--- src/rtl/ifetch_seq32.sv ---
// Sequential MIPS instruction-fetch / PC unit: fetches each word over a req/ack port, then selects the next PC.
// Optional feature macro: IFETCH_TIMEOUT_EN (fetch watchdog driving fetch_err and the HALT state).
module ifetch_seq32 #(
  parameter logic [31:0] RESET_PC       = 32'h0000_0000,
  parameter int          TIMEOUT_CYCLES = 255
) (
  input  logic        clock,
  input  logic        reset_n,
  output logic        imem_req,
  output logic [31:0] imem_addr,
  input  logic [31:0] imem_rdata,
  input  logic        imem_ack,
  output logic [31:0] Instruction,
  output logic        instr_valid,
  output logic [31:0] PC,
  output logic [31:0] PC_plus_4,
  output logic [31:0] link_addr,
  input  logic [31:0] Addr_Result,
  input  logic        Zero,
  input  logic [31:0] Read_data_1,
  input  logic        Branch,
  input  logic        nBranch,
  input  logic        Jmp,
  input  logic        Jal,
  input  logic        Jr,
  input  logic        stall_in,
  output logic        fetch_err,
  output logic [1:0]  dbg_state
);

  // Handshakes: imem_req rises with a stable imem_addr and stays high until the
  // one-cycle imem_ack; instr_valid is the downstream "valid" and stall_in its
  // inverted "ready", so an instruction commits only when instr_valid & ~stall_in.
  typedef enum logic [1:0] {
    S_IDLE  = 2'd0,
    S_FETCH = 2'd1,
    S_EXEC  = 2'd2,
    S_HALT  = 2'd3
  } state_t;

  state_t      state;
  logic [31:0] next_pc;
  logic [31:0] jr_target;
  logic        branch_taken;

  assign PC_plus_4 = PC + 32'd4;
  assign imem_addr = PC;
  assign dbg_state = state;
  assign jr_target = Read_data_1 & 32'hFFFF_FFFC;

  // Branch and nBranch asserted together always take the branch.
  assign branch_taken = (Branch & Zero) | (nBranch & ~Zero);

  always_comb begin
    next_pc = PC_plus_4;
    if (Jr)
      next_pc = jr_target;
    else if (Jmp | Jal)
      next_pc = {PC_plus_4[31:28], Instruction[25:0], 2'b00};
    else if (branch_taken)
      next_pc = Addr_Result;
  end

`ifdef IFETCH_TIMEOUT_EN
  localparam int TO_W = $clog2(TIMEOUT_CYCLES + 1);
  logic [TO_W-1:0] to_cnt;
`else
  assign fetch_err = 1'b0;
`endif

  always_ff @(posedge clock) begin
    if (!reset_n) begin
      state       <= S_IDLE;
      PC          <= RESET_PC;
      imem_req    <= 1'b0;
      instr_valid <= 1'b0;
      Instruction <= 32'd0;
      link_addr   <= 32'd0;
`ifdef IFETCH_TIMEOUT_EN
      fetch_err   <= 1'b0;
      to_cnt      <= '0;
`endif
    end else begin
      case (state)
        S_IDLE: begin
          state    <= S_FETCH;
          imem_req <= 1'b1;
`ifdef IFETCH_TIMEOUT_EN
          to_cnt   <= '0;
`endif
        end
        S_FETCH: begin
          if (imem_ack) begin
            Instruction <= imem_rdata;
            instr_valid <= 1'b1;
            imem_req    <= 1'b0;
            state       <= S_EXEC;
          end
`ifdef IFETCH_TIMEOUT_EN
          else if (to_cnt == TO_W'(TIMEOUT_CYCLES - 1)) begin
            fetch_err <= 1'b1;
            imem_req  <= 1'b0;
            state     <= S_HALT;
          end else begin
            to_cnt <= to_cnt + 1'b1;
          end
`endif
        end
        S_EXEC: begin
          if (!stall_in) begin
            PC          <= next_pc;
            instr_valid <= 1'b0;
            imem_req    <= 1'b1;
            state       <= S_FETCH;
            if (Jal)
              link_addr <= PC_plus_4;
`ifdef IFETCH_TIMEOUT_EN
            to_cnt      <= '0;
`endif
          end
        end
        default: begin
          // HALT: parked until reset.
          imem_req    <= 1'b0;
          instr_valid <= 1'b0;
        end
      endcase
    end
  end

endmodule

--- config.mk ---
export PLATFORM = sky130hd
export DESIGN_NAME = ifetch_seq32
export DESIGN_NICKNAME = d
export VERILOG_FILES = /design/src/rtl/ifetch_seq32.sv
export SDC_FILE = /design/constraint.sdc
export NUM_CORES = 1
export LEC_CHECK = 0
export BUFFER_PORTS_ARGS = -buffer_cell sky130_fd_sc_hd__buf_2
export CAP_MARGIN = 20
export CORE_AREA = 2 2 107 109
export CTS_BUF_LIST = sky130_fd_sc_hd__clkbuf_8
export DETAILED_ROUTE_END_ITERATION = 8
export DIE_AREA = 0 0 109 111
export GPL_TIMING_DRIVEN = 0
export PLACE_DENSITY_LB_ADDON = 0.12
export SLEW_MARGIN = 20
export SYNTH_ARGS = -nofsm -noshare
export SYNTH_HDL_FRONTEND = slang
export SYNTH_SLANG_ARGS = --single-unit
--- constraint.sdc ---
create_clock -name clock -period 6.35 [get_ports clock]
set_input_delay 0.9525 -clock clock [delete_from_list [all_inputs] [get_ports clock]]
set_output_delay 0.9525 -clock clock [all_outputs]
set_load 0.01 [all_outputs]
==> flow_summary.json <==
{
  "design_area_um2": 7020,
  "synthCells": 704,
  "p_leak_uw": 0.003414,
  "fill_cells": 1085,
  "synth_area_um2": 5309,
  "path_max_fanout": 8,
  "die_h_um": 111,
  "slew_headroom_pct": 46.55,
  "synth_enable_flop_cells": 0,
  "cap_violations": 0,
  "syn_area_per_cell_um2": 7.541,
  "clkTransAtPathRegs_ns": 0.10,
  "num_vias": 6349,
  "worst_slack_ns": 2.698,
  "finalNetCount": 1087,
  "die_area_um2": 12100,
  "cts_max_level": 3,
  "overflow": 0,
  "synthArstFlopShare_pct": 0,
  "dr.pass1.iters": 5,
  "die_x_um": 109,
  "gp_congestion": 0.9296,
  "postCtsSetupBuffers": 0,
  "viasPerCell": 5.629,
  "synth-seq-area-share_pct": 37.71,
  "drive_gt1_share_pct": 34.21,
  "antenna_cells": 0,
  "dr.first_iter.drc_count": 658,
  "slowest_stage": "nor3_1",
  "crit_path_end_kind": "output port",
  "antenna_left": 0,
  "min_period_ns": 3.652,
  "max_freq_ghz": 0.2738,
  "mostFrequentLayoutCell": "buf_2",
  "synth_cell_types": 58,
  "row_count": 39,
  "multi_input_area_um2": 2793,
  "crit_chain": "ha_1 -> nand3_4 -> nor3_1 -> nand4_1 -> xnor2_1 -> buf_2",
  "vdd_drop_max_v": 0.0001375,
  "layout_common_cells": "buf_2, nand2_1, dfxtp_1, a21oi_1, nor2_1",
  "stdcell_count": 1128,
  "grt_pass1_vias": 5651,
  "coreArea_um2": 11080,
  "pre_cts_ws_ns": 3.172,
  "fin_crit_sh_pct": 57.51,
  "crit_type": "reg2out",
  "cp.required_ns": 5.40,
  "drt_wl_total_mm": 21.16,
  "rsz0062_at_grt": "false",
  "fin_worst_skew_ns": 0.01493,
  "syn-num-nets": 811,
  "final_hold_viol_count": 0,
  "critPathMaxStageDelay_ns": 0.60,
  "setup_viol": 0,
  "start_kind": "flop",
  "run_status": "finished, final reports clean",
  "ys_seq_elements": 100,
  "hold_path_class": "reg2reg",
  "grt_use_total_pct": 33.98,
  "clk_latency_ns": 0.39,
  "dp_cells": 1112,
  "yosysWarnings": 0,
  "grt_first_pass_wirelength_mm": 31.18,
  "dpl_cell_area_um2": 6814,
  "tritoncts": "built",
  "clock_path_buffers": 2,
  "antenna_found_initial": 0,
  "cts.repair.resized": 0,
  "start_util_pct": 47.93,
  "hold_ws_ns": 0.4574,
  "area_growth_pct": 32.24,
  "cts.sinks": 100,
  "worst_ep_arrival_time_ns": 2.70,
  "wl_per_cell_um": 18.76,
  "p_per_area_nw_per_um2": 190.4,
  "boundaryPins": 271,
  "drc_errors": 0,
  "regArea_um2": 2002,
  "setup_tns_ns": 0,
  "ys.flop_type": "dfxtp_1",
  "port_buffers": 265,
  "worstMarginPinSlew_ns": 0.7795,
  "hold_buffers": 0,
  "cts_buffers": 9,
  "post-dp-hpwl_mm": 16.16,
  "grt_start_max_net_pins": 18,
  "report.final.slew_viol_count": 0,
  "clockRootBuffer": "clkbuf_8"
}
[sequential cells by signal, summed over array words and instances, names as in the netlist]
signal,flops
instr_valid,1
dbg_state,2
PC,32
imem_req,1
link_addr,32
Instruction,32
[path summary, 6_finish.rpt]
path / from / to / slack (ns) / cells after the start
setup / recovery: PC[3] / PC_plus_4[26] / 2.70 / 6
hold / removal: link_addr[1] / link_addr[1] / 0.46 / 2
setup reg to reg: dbg_state[0] / PC[20] / 3.62 / 7
hold reg to reg: link_addr[1] / link_addr[1] / 0.46 / 2
[per-stage QoR]
stage	util, %	total power (µW)
final	63.38	1337
after global routing	63.38	1377
after CTS	63.38	1330
after detailed placement	61.52	899.0
after global placement	61.52	897.1
after floorplan	-	793.0
[cells in the mapped netlist (10+ instances only)]
master / instances / area share, %
nand2_1: 112 / 7.9
dfxtp_1: 100 / 38
nor3_1: 17 / 1.6
xnor2_1: 14 / 2.3
clkbuf_1: 46 / 3.3
nand3_1: 21 / 2.0
buf_4: 35 / 4.9
nor2_1: 62 / 4.4
o21ai_0: 49 / 4.6
a21oi_1: 75 / 7.1
xor2_1: 10 / 1.6
inv_1: 18 / 1.3
a31oi_1: 11 / 1.3
[cell families after synthesis]
group                      Yosys count  share of synthesized area [%]
muxes                                8                          1.532
and+or+nand+nor                    266                          23.31
xor gates and xnor gates            24                          3.959
AOI/OAI and AO/OA                  202                          23.50
adders and majority gates            1                         0.2356
DFF                                100                          37.71
buffers and inverters              102                          9.686
other                                1                        0.07064
[power breakdown]
part	total, µW	internal [µW]	switching (µW)
combinational	218	87.0	131
clock	447	198	249
sequential	672	648	23.4
total	1340	933	404
[critical path: cells and delay by family, from the launching register on]
family,cells,cell delay (ns)
buffers and inverters,1,0.18
xor gates and xnor gates,1,0.30
DFF,1,0.47
adders and majority gates,1,0.28
and+or+nand+nor,3,1.10
[metal layers]
metal  wire [µm]  vias up  track usage, %
met2        9580      416           53.08
li1            -     2991               -
met5           0        -               0
met1        8172     2897           43.20
met4         726        0           14.27
met3        2681       45           10.17
[final cells by class]
cell class                 instances  share of cell area [%]
buffer                            84                   6.362
clock buffer                      10                   1.960
clock inverter                     6                  0.9802
inverter                          18                  0.9624
multi-input combinational        502                   39.78
sequential                       100                   28.52
tap                              143                   2.549
timing repair buffer             265                   18.89
(Power assumes the default switching activity.)
